$ cat src/rtl/booth_mul_arbiter_if.sv
// rtl/booth_mul_arbiter_if.sv - request, multiplier and response bundle for booth_mul_arbiter
//
// Purpose: groups the requester handshake, the multiplier start/done link and the
// response handshake of the shared Booth multiplier arbiter into one interface.
// Ports (signal directions seen from the arbiter, modport slave):
//   i_req_valid   [N_REQ]        per-requester request valid
//   i_req_a       [N_REQ*WIDTH]  multiplicands, requester k at [k*WIDTH +: WIDTH]
//   i_req_b       [N_REQ*WIDTH]  multipliers, same packing
//   o_req_ready   [N_REQ]        one-hot accept
//   o_mul_start                  one-cycle start pulse to the multiplier
//   o_mul_m       [WIDTH]        latched multiplicand
//   o_mul_q       [WIDTH]        latched multiplier
//   i_mul_done                   multiplier result valid
//   i_mul_product [2*WIDTH]      multiplier result
//   o_rsp_valid                  response valid
//   o_rsp_id      [ID_W]         requester index of the response
//   o_rsp_product [2*WIDTH]      captured product
//   o_rsp_err                    timeout flag
//   i_rsp_ready                  consumer accepts response
// The master modport is the environment side (requesters, multiplier, consumer).

interface booth_mul_arbiter_if #(
  parameter int N_REQ = 4,
  parameter int WIDTH = 4,
  parameter int ID_W  = (N_REQ > 1) ? $clog2(N_REQ) : 1
);
  logic [N_REQ-1:0]       i_req_valid;
  logic [N_REQ*WIDTH-1:0] i_req_a;
  logic [N_REQ*WIDTH-1:0] i_req_b;
  logic [N_REQ-1:0]       o_req_ready;
  logic                   o_mul_start;
  logic [WIDTH-1:0]       o_mul_m;
  logic [WIDTH-1:0]       o_mul_q;
  logic                   i_mul_done;
  logic [2*WIDTH-1:0]     i_mul_product;
  logic                   o_rsp_valid;
  logic [ID_W-1:0]        o_rsp_id;
  logic [2*WIDTH-1:0]     o_rsp_product;
  logic                   o_rsp_err;
  logic                   i_rsp_ready;

  modport slave (
    input  i_req_valid, i_req_a, i_req_b, i_mul_done, i_mul_product, i_rsp_ready,
    output o_req_ready, o_mul_start, o_mul_m, o_mul_q,
    output o_rsp_valid, o_rsp_id, o_rsp_product, o_rsp_err
  );

  modport master (
    output i_req_valid, i_req_a, i_req_b, i_mul_done, i_mul_product, i_rsp_ready,
    input  o_req_ready, o_mul_start, o_mul_m, o_mul_q,
    input  o_rsp_valid, o_rsp_id, o_rsp_product, o_rsp_err
  );
endinterface

$ cat src/rtl/booth_mul_arbiter.sv
// rtl/booth_mul_arbiter.sv - round-robin arbiter sharing one Booth multiplier
//
// Purpose: grants one of N_REQ requesters at a time (round robin), latches its
// operands, pulses the multiplier start, waits for done with a TIMEOUT-cycle limit
// and returns the product (or a timeout error) tagged with the requester index.
// Ports:
//   i_clk    clock, rising edge
//   i_rst_n  synchronous active-low reset
//   bus      booth_mul_arbiter_if.slave: requester, multiplier and response signals

module booth_mul_arbiter #(
  parameter int N_REQ   = 4,
  parameter int WIDTH   = 4,
  parameter int TIMEOUT = 16
) (
  input  logic                 i_clk,
  input  logic                 i_rst_n,
  booth_mul_arbiter_if.slave   bus
);

  localparam int ID_W  = (N_REQ > 1) ? $clog2(N_REQ) : 1;
  localparam int CNT_W = $clog2(TIMEOUT + 1);

  typedef enum logic [1:0] {S_IDLE, S_START, S_BUSY, S_RESP} state_t;

  state_t             state_q, state_d;
  logic [ID_W-1:0]    ptr_q, ptr_d;
  logic [ID_W-1:0]    id_q, id_d;
  logic [WIDTH-1:0]   op_a_q, op_a_d;
  logic [WIDTH-1:0]   op_b_q, op_b_d;
  logic [CNT_W-1:0]   cnt_q, cnt_d;
  logic [2*WIDTH-1:0] prod_q, prod_d;
  logic               err_q, err_d;

  logic               found;
  logic [ID_W-1:0]    winner;
  logic [ID_W-1:0]    cand;
  logic [N_REQ-1:0]   grant;

  // Index base+off modulo N_REQ; off never exceeds N_REQ so one subtraction suffices.
  function automatic logic [ID_W-1:0] wrap_add(logic [ID_W-1:0] base, int off);
    int s;
    s = int'(base) + off;
    if (s >= N_REQ) s = s - N_REQ;
    return ID_W'(s);
  endfunction

  // Search starts just after the last winner so the last winner has lowest priority.
  always_comb begin
    found  = 1'b0;
    winner = '0;
    cand   = '0;
    for (int i = 1; i <= N_REQ; i++) begin
      cand = wrap_add(ptr_q, i);
      if (!found && bus.i_req_valid[cand]) begin
        found  = 1'b1;
        winner = cand;
      end
    end
  end

  // Grant is only offered in IDLE and never while reset is held, so no requester
  // sees a transfer that the reset edge would throw away.
  always_comb begin
    grant = '0;
    if (found && (state_q == S_IDLE) && i_rst_n) grant[winner] = 1'b1;
  end

  always_comb begin
    state_d = state_q;
    ptr_d   = ptr_q;
    id_d    = id_q;
    op_a_d  = op_a_q;
    op_b_d  = op_b_q;
    cnt_d   = cnt_q;
    prod_d  = prod_q;
    err_d   = err_q;
    case (state_q)
      S_IDLE: begin
        if (|grant) begin
          op_a_d  = bus.i_req_a[int'(winner)*WIDTH +: WIDTH];
          op_b_d  = bus.i_req_b[int'(winner)*WIDTH +: WIDTH];
          id_d    = winner;
          ptr_d   = winner;
          state_d = S_START;
        end
      end
      S_START: begin
        cnt_d   = '0;
        state_d = S_BUSY;
      end
      S_BUSY: begin
        // done takes precedence over expiry in the same cycle
        if (bus.i_mul_done) begin
          prod_d  = bus.i_mul_product;
          err_d   = 1'b0;
          state_d = S_RESP;
        end else if (cnt_q == CNT_W'(TIMEOUT - 1)) begin
          prod_d  = '0;
          err_d   = 1'b1;
          state_d = S_RESP;
        end else begin
          cnt_d = cnt_q + CNT_W'(1);
        end
      end
      S_RESP: begin
        if (bus.i_rsp_ready) state_d = S_IDLE;
      end
      default: state_d = S_IDLE;
    endcase
  end

  always_ff @(posedge i_clk) begin
    if (!i_rst_n) begin
      state_q <= S_IDLE;
      ptr_q   <= ID_W'(N_REQ - 1);
      id_q    <= '0;
      op_a_q  <= '0;
      op_b_q  <= '0;
      cnt_q   <= '0;
      prod_q  <= '0;
      err_q   <= 1'b0;
    end else begin
      state_q <= state_d;
      ptr_q   <= ptr_d;
      id_q    <= id_d;
      op_a_q  <= op_a_d;
      op_b_q  <= op_b_d;
      cnt_q   <= cnt_d;
      prod_q  <= prod_d;
      err_q   <= err_d;
    end
  end

  assign bus.o_req_ready   = grant;
  assign bus.o_mul_start   = (state_q == S_START);
  assign bus.o_mul_m       = op_a_q;
  assign bus.o_mul_q       = op_b_q;
  assign bus.o_rsp_valid   = (state_q == S_RESP);
  assign bus.o_rsp_id      = id_q;
  assign bus.o_rsp_product = prod_q;
  assign bus.o_rsp_err     = err_q;

endmodule

$ cat src/flat_wrapper.sv
// flat-port wrapper written by rule: the top's interface ports become plain ports
module booth_mul_arbiter_flat 
#(
  parameter int N_REQ   = 4,
  parameter int WIDTH   = 4,
  parameter int TIMEOUT = 16
)
  (i_clk, i_rst_n, bus_i_req_valid, bus_i_req_a, bus_i_req_b, bus_i_mul_done, bus_i_mul_product, bus_i_rsp_ready, bus_o_req_ready, bus_o_mul_start, bus_o_mul_m, bus_o_mul_q, bus_o_rsp_valid, bus_o_rsp_id, bus_o_rsp_product, bus_o_rsp_err);
  booth_mul_arbiter_if #(.N_REQ(N_REQ), .WIDTH(WIDTH)) bus_i ();
  input  logic i_clk;
  input  logic i_rst_n;
  input wire logic [$bits(bus_i.i_req_valid)-1:0] bus_i_req_valid;
  input wire logic [$bits(bus_i.i_req_a)-1:0] bus_i_req_a;
  input wire logic [$bits(bus_i.i_req_b)-1:0] bus_i_req_b;
  input wire logic [$bits(bus_i.i_mul_done)-1:0] bus_i_mul_done;
  input wire logic [$bits(bus_i.i_mul_product)-1:0] bus_i_mul_product;
  input wire logic [$bits(bus_i.i_rsp_ready)-1:0] bus_i_rsp_ready;
  output wire logic [$bits(bus_i.o_req_ready)-1:0] bus_o_req_ready;
  output wire logic [$bits(bus_i.o_mul_start)-1:0] bus_o_mul_start;
  output wire logic [$bits(bus_i.o_mul_m)-1:0] bus_o_mul_m;
  output wire logic [$bits(bus_i.o_mul_q)-1:0] bus_o_mul_q;
  output wire logic [$bits(bus_i.o_rsp_valid)-1:0] bus_o_rsp_valid;
  output wire logic [$bits(bus_i.o_rsp_id)-1:0] bus_o_rsp_id;
  output wire logic [$bits(bus_i.o_rsp_product)-1:0] bus_o_rsp_product;
  output wire logic [$bits(bus_i.o_rsp_err)-1:0] bus_o_rsp_err;
  assign bus_i.i_req_valid = bus_i_req_valid;
  assign bus_i.i_req_a = bus_i_req_a;
  assign bus_i.i_req_b = bus_i_req_b;
  assign bus_i.i_mul_done = bus_i_mul_done;
  assign bus_i.i_mul_product = bus_i_mul_product;
  assign bus_i.i_rsp_ready = bus_i_rsp_ready;
  assign bus_o_req_ready = bus_i.o_req_ready;
  assign bus_o_mul_start = bus_i.o_mul_start;
  assign bus_o_mul_m = bus_i.o_mul_m;
  assign bus_o_mul_q = bus_i.o_mul_q;
  assign bus_o_rsp_valid = bus_i.o_rsp_valid;
  assign bus_o_rsp_id = bus_i.o_rsp_id;
  assign bus_o_rsp_product = bus_i.o_rsp_product;
  assign bus_o_rsp_err = bus_i.o_rsp_err;
  booth_mul_arbiter #(.N_REQ(N_REQ), .WIDTH(WIDTH), .TIMEOUT(TIMEOUT)) u_core (.i_clk(i_clk), .i_rst_n(i_rst_n), .bus(bus_i));
endmodule
$ cat config.mk
export PLATFORM = sky130hd
export DESIGN_NAME = booth_mul_arbiter_flat
export DESIGN_NICKNAME = d
export VERILOG_FILES = /design/src/rtl/booth_mul_arbiter_if.sv /design/src/rtl/booth_mul_arbiter.sv /design/src/flat_wrapper.sv
export SDC_FILE = /design/constraint.sdc
export NUM_CORES = 1
export LEC_CHECK = 0
export BUFFER_PORTS_ARGS = -buffer_cell sky130_fd_sc_hd__buf_2
export CAP_MARGIN = 5
export CORE_ASPECT_RATIO = 1.75
export CORE_UTILIZATION = 35
export DETAILED_ROUTE_END_ITERATION = 8
export PLACE_DENSITY_LB_ADDON = 0.25
export SETUP_SLACK_MARGIN = 0.5
export SKIP_LAST_GASP = 1
export SLEW_MARGIN = 10
export SYNTH_ARGS = -nofsm -noshare
export SYNTH_HDL_FRONTEND = slang
export SYNTH_SLANG_ARGS = --single-unit
$ cat constraint.sdc
create_clock -name i_clk -period 3.34 [get_ports i_clk]
set_input_delay 0.334 -clock i_clk [delete_from_list [all_inputs] [get_ports i_clk]]
set_output_delay 0.334 -clock i_clk [all_outputs]
set_load 0.02 [all_outputs]
# --- After elaboration in Yosys (flattened, before gate mapping) ---
# Index checks and enable logic that the tools add are counted.
totals:
  register_bits: 28
  latchBits: 0
  ramBits: 0
  mem_bits_ro: 0
  input_bits: 48
  out_inout_bits: 25
  word_cells: 90
  memories: 0
classes:
  addsub: 9
  mul: 0
  div_mod_pow: 0
  magnitude_cmp: 10
  eq_ne: 9
  shift: 2
  muxes: 35
  n_bitwise: 0
  n_reduce_logical: 17
op_table:
  columns: ["cell", "n"]
  rows:
  - ["$shiftx 16x5->4", 2]
  - ["$mux 2", 12]
  - ["$mux 8", 2]
  - ["$lt 2x3->1 const B", 5]
  - ["$mux 1", 11]
  - ["$mux 5", 2]
  - ["$pmux 5 s2", 1]
  - ["$ge 3x3->1 const B", 3]
  - ["$bmux 1 s2", 4]
  - ["$ne 2x2->1 const B", 4]
  - ["$pmux 2 s4", 1]
  - ["$sub 2x1->2 const B", 4]
  - ["$add 2x2->3 const B", 2]
  - ["$logic_and 1x1->1", 6]
  - ["$reduce_and 3->1", 2]
  - ["$add 5x1->5 const B", 1]
  - ["$eq 5x4->1 const B", 1]
  - ["$add 2x3->4 const B", 1]
  - ["$eq 2x2->1 const B", 2]
  - ["$ge 4x3->1 const B", 1]
  - ["$mux 4", 1]
  - ["$reduce_and 2->1", 2]
  - ["$reduce_bool 2->1", 2]
  - ["$reduce_or 4->1", 1]
  - ["other kinds (7)", 9]

# --- Longest topological paths before layout ---
depth:
  ltp_word: 23
  depth_mapped: 9

# --- Least setup slack after synthesis ---
# No wires, ideal clock.
synth_timing:
  kind: "register -> output"
  from: "register u_core.state_q[0]"
  to: "output bus_o_req_ready[2]"
  t_arrival_ps: 1584
  setup_slack_ps: 1422
  stages_incl_launch_ff: 8
  cell_sequence: "dfxtp_1 inv_1 ha_1 and2_4 nand2_1 or3_4 buf_6 nor2_1"
synth_via:
  elab_chain_len: 4
synth_rtl:
  columns: ["item", "line_no", "text"]
  rows:
  - ["from (decl)", "booth_mul_arbiter.sv:26", "state_t state_q, state_d;"]
  - ["from (signal assigned)", "booth_mul_arbiter.sv:124", "state_q <= state_d;"]
  - ["$logic_not 2->1", "booth_mul_arbiter.sv:66", "if (found && (state_q == S_IDLE) && i_rst_n) grant[winner] = 1'b1;"]
  - ["$logic_and 1x1->1 (2 in series)", "booth_mul_arbiter.sv:66", null]
  - ["$mux 4", "booth_mul_arbiter.sv:66", null]
  - ["to (decl)", "flat_wrapper.sv:18", "output wire logic [$bits(bus_i.o_req_ready)-1:0] bus_o_req_ready;"]
# No other way between the ends.

# --- Worst setup path after layout ---
layout_timing:
  from: "register u_core.ptr_q[1]"
  to: "output bus_o_req_ready[2]"
layout_via:
  elab_chain_len: 20
  elab_cells_between_ends: 46
  cone_classes: "add/sub: 8; order compare: 6; mux: 23; reduce/logical: 9"
layout_rtl:
  columns: ["item", "line_no", "text"]
  rows:
  - ["from (decl)", "booth_mul_arbiter.sv:27", "logic [ID_W-1:0] ptr_q, ptr_d;"]
  - ["from (signal assigned)", "booth_mul_arbiter.sv:116", "ptr_q <= ID_W'(N_REQ - 1);"]
  - ["from (signal assigned)", "booth_mul_arbiter.sv:125", "ptr_q <= ptr_d;"]
  - ["$add 2x1->3", "booth_mul_arbiter.sv:43", "s = int'(base) + off;"]
  - ["$ge 3x3->1 / $sub 2x1->2 (equally long branches)", "booth_mul_arbiter.sv:44", "if (s >= N_REQ) s = s - N_REQ;"]
  - ["$mux 2", "booth_mul_arbiter.sv:44", null]
  - ["$bmux 1 s2", "booth_mul_arbiter.sv:55", "if (!found && bus.i_req_valid[cand]) begin"]
  - ["$mux 1 (implied by the code)", "booth_mul_arbiter.sv:55", null]
  - ["$mux 1", "booth_mul_arbiter.sv:55", null]
  - ["$logic_not 1->1", "booth_mul_arbiter.sv:55", null]
  - ["$logic_and 1x1->1", "booth_mul_arbiter.sv:55", null]
  - ["[4 not listed]", null, null]
  - ["$logic_not 1->1", "booth_mul_arbiter.sv:55", null]
  - ["$logic_and 1x1->1", "booth_mul_arbiter.sv:55", null]
  - ["$mux 2", "booth_mul_arbiter.sv:55", null]
  - ["$lt 2x3->1 (implied by the code) / $ge 2x1->1 (equally long branches)", "booth_mul_arbiter.sv:66", null]
  - ["$logic_and 1x1->1 (implied by the code)", "booth_mul_arbiter.sv:66", null]
  - ["$mux 1 (implied by the code)", "booth_mul_arbiter.sv:66", null]
  - ["$demux 1 s2", null, null]
  - ["$mux 4 *", "booth_mul_arbiter.sv:66", null]
# Mark *: on every way between the ends. The rest lies on a longest branch, timed or not. The select of a mux whose other input is x is not followed.

==> flow_summary.yaml <==
outcome:
  status: "finished clean"
critical_path:
  cp.required_ns: 3.01
  crit_fanout: 14
  cp-start-kind: "register"
  r2r_cells: 6
  worstSetupEndpointType: "primary output"
  crit_type: "reg2out"
  worstPathArrival_ns: 2.15
layout:
  syn_to_final_growth_pct: 30.56
  fill_cells: 428
  antennaDiodeCount: 0
  drive_gt1_frac: 0.3668
  final_nets: 285
clock_network:
  cts.path.max_buffers: 2
  cts_tree: "done"
  clk_pin_slew_ns: 0.10
  root_buffer: "clkbuf_8"
  hold_buffers: 0
  cts.repair.resized: 0
  cts_sinks: 28
  cts_made_buffers: 3
  htree_levels: 1
  cts_setup_buffers: 0
  clkLatencyLatePin_ns: 0.27
detailed_routing:
  drc: 0
  postRouteAntennaNets: 0
  wl_per_cell_um: 11.94
  vias: 1403
  drtPass1Iterations: 4
  viasPerCell: 5.065
  drtIter0Drc: 9
  wirelength_um: 3308
floorplanning:
  dieArea_um2: 4485
  die_height_um: 87.85
  start_util: 0.3740
  rows: 30
  pin_count: 73
  chipWidth_um: 51.06
  core_um2: 3941
min_path:
  hold_class: "in2reg"
  whs_path_depth: 3
pwr:
  power_leakage_nw: 0.9806
  peakVddDrop_uv: 355.8
  p_per_area_nw_per_um2: 703.7
  power_w: 0.001354
synthesis:
  postSynthCellCount: 161
  synth_area_leader_cell: "dfxtp_1"
  ys_warn_count: 0
  ys_ff_latch: 28
  synth_cell_type_count: 34
  synth_fp_nets: 216
  synth_area_leaders: "dfxtp_1, mux2i_1, ha_1"
  avgSynthCellArea_um2: 9.155
  synth_top_area_frac: 0.3803
  yosysSeqAreaShare: 0.3803
  syn_area_um2: 1474
timing:
  fin_skew_ns: 0.004724
  rsz0062_at_grt: "false"
  worstMarginPinSlew_ns: 0.8392
  slew_headroom: 0.4394
  setup_viol: 0
  hold_violations: 0
  maxSlewViolCount: 0
  post-route-min-period_ns: 2.489
  fin_crit_sh: 0.7452
  clock.fmax_mhz: 401.8
  setup_tns_ns: 0
global_routing:
  grtUsageTotal: 0.1563
  antenna_found_initial: 0
  grt_pass1_wl_um: 5409
  overflow: 0
  first_global_vias: 1291
  grt_max_degree: 22
placed_design:
  place_congestion: 0.7791
  dpl.hpwl_um: 2647
  portBuffers: 72
flow_run:
  drv_cap: 0
==> cell usage after synthesis <==
library cell / count
a21boi_0: 1
a21boi_1: 1
a21oi_1: 5
a221oi_1: 1
a22oi_1: 9
a31o_2: 1
and2_1: 3
and2_4: 1
and3_1: 3
buf_2: 3
buf_4: 2
buf_6: 1
clkbuf_1: 4
dfxtp_1: 28
ha_1: 7
inv_1: 6
mux2i_1: 18
nand2_1: 18
nand2b_1: 1
nand3_1: 3
nand4_1: 1
nor2_1: 6
nor2b_1: 13
nor3b_1: 3
o211a_1: 1
o21ai_0: 5
o21ai_1: 2
o221ai_1: 8
o22ai_1: 1
o22ai_2: 1
or3_4: 1
or3b_2: 1
or4_4: 1
xnor2_1: 1
==> per-layer routing <==
layer | routed length, um | up-vias | GRT usage
met1 | 1299 | 622 | 0.1570
li1 | - | 712 | -
met5 | 0 | - | 0
met3 | 217 | 5 | 0.02951
met4 | 48 | 0 | 0.06061
met2 | 1743 | 64 | 0.3038
==> path summary, 6_finish.rpt <==
kind / start / end / slack (ns)
max: u_core.ptr_q[1] / bus_o_req_ready[2] / 0.85
min: bus_i_mul_product[1] / u_core.bus.o_rsp_product[1] / 0.32
max reg2reg: u_core.ptr_q[1] / u_core.bus.o_mul_q[2] / 1.20
min reg2reg: u_core.bus.o_rsp_id[0] / u_core.bus.o_rsp_id[0] / 0.45
==> critical path: stages (launching register included) <==
cell	delay, ns
dfxtp_1	0.48
a21oi_1	0.10
a31o_2	0.23
o22ai_2	0.54
buf_4	0.32
nor2_1	0.06
buf_2	0.15
==> metrics by stage <==
stage	setup slack, ns	hold slack [ns]	util	std cells	instance area [um^2]
after floorplan	1.422	0.4718	-	161	1474
after global placement	1.186	0.4289	0.4702	273	1853
after detailed placement	1.154	0.4384	0.4702	273	1853
after CTS	0.8315	0.3122	0.4883	277	1924
after global routing	0.6975	0.3160	0.4883	277	1924
final	0.8511	0.3153	0.4883	277	1924
==> kinds of logic after synthesis <==
group | Yosys count | share of synthesized area
simple gates | 55 | 0.2029
compound gates | 36 | 0.1757
flops | 28 | 0.3803
mux | 18 | 0.1222
buf+inv | 16 | 0.05347
fa+ha+maj | 7 | 0.05942
xor+xnor | 1 | 0.005943
==> state kept, by name, summed over array words and instances (netlist names) <==
| name | count |
|---|---|
| u_core.bus.o_mul_q | 4 |
| u_core.bus.o_rsp_id | 2 |
| u_core.bus.o_rsp_product | 8 |
| u_core.bus.o_mul_m | 4 |
| u_core.bus.o_rsp_err | 1 |
| u_core.ptr_q | 2 |
| u_core.cnt_q | 5 |
| u_core.state_q | 2 |
==> cell usage in the layout (no fill, tap or decap), drive strengths merged, types with 3 or more instances in the layout <==
cell type	synthesis	layout
o21ai	7	7
a22oi	9	9
nor2b	13	13
clkbuf	4	3
nand2	18	18
buf	6	74
nor3b	3	3
nand3	3	3
o221ai	8	8
mux2i	18	18
dfxtp	28	28
inv	6	6
ha	7	7
nor2	6	6
a21oi	5	5
and2	4	4
and3	3	3
==> where the power goes <==
group | total, W | switching [W] | leakage (nW) | internal, W
clock | 0.000265 | 0.000104 | 0.0357 | 0.000161
combinational | 0.000616 | 0.000356 | 0.716 | 0.000260
sequential | 0.000474 | 0.0000558 | 0.229 | 0.000418
total | 0.00135 | 0.000516 | 0.981 | 0.000838
==> cell type report <==
type	instances	area, um^2	area share
Timing Repair Buffer	74	375.4	0.1951
Clock inverter	1	30.03	0.01560
Inverter	6	22.52	0.01170
Sequential cell	28	560.5	0.2913
Clock buffer	3	41.29	0.02146
Tap cell	48	60.06	0.03121
Multi-Input combinational cell	117	834.6	0.4337
(Power assumes the default switching activity.)
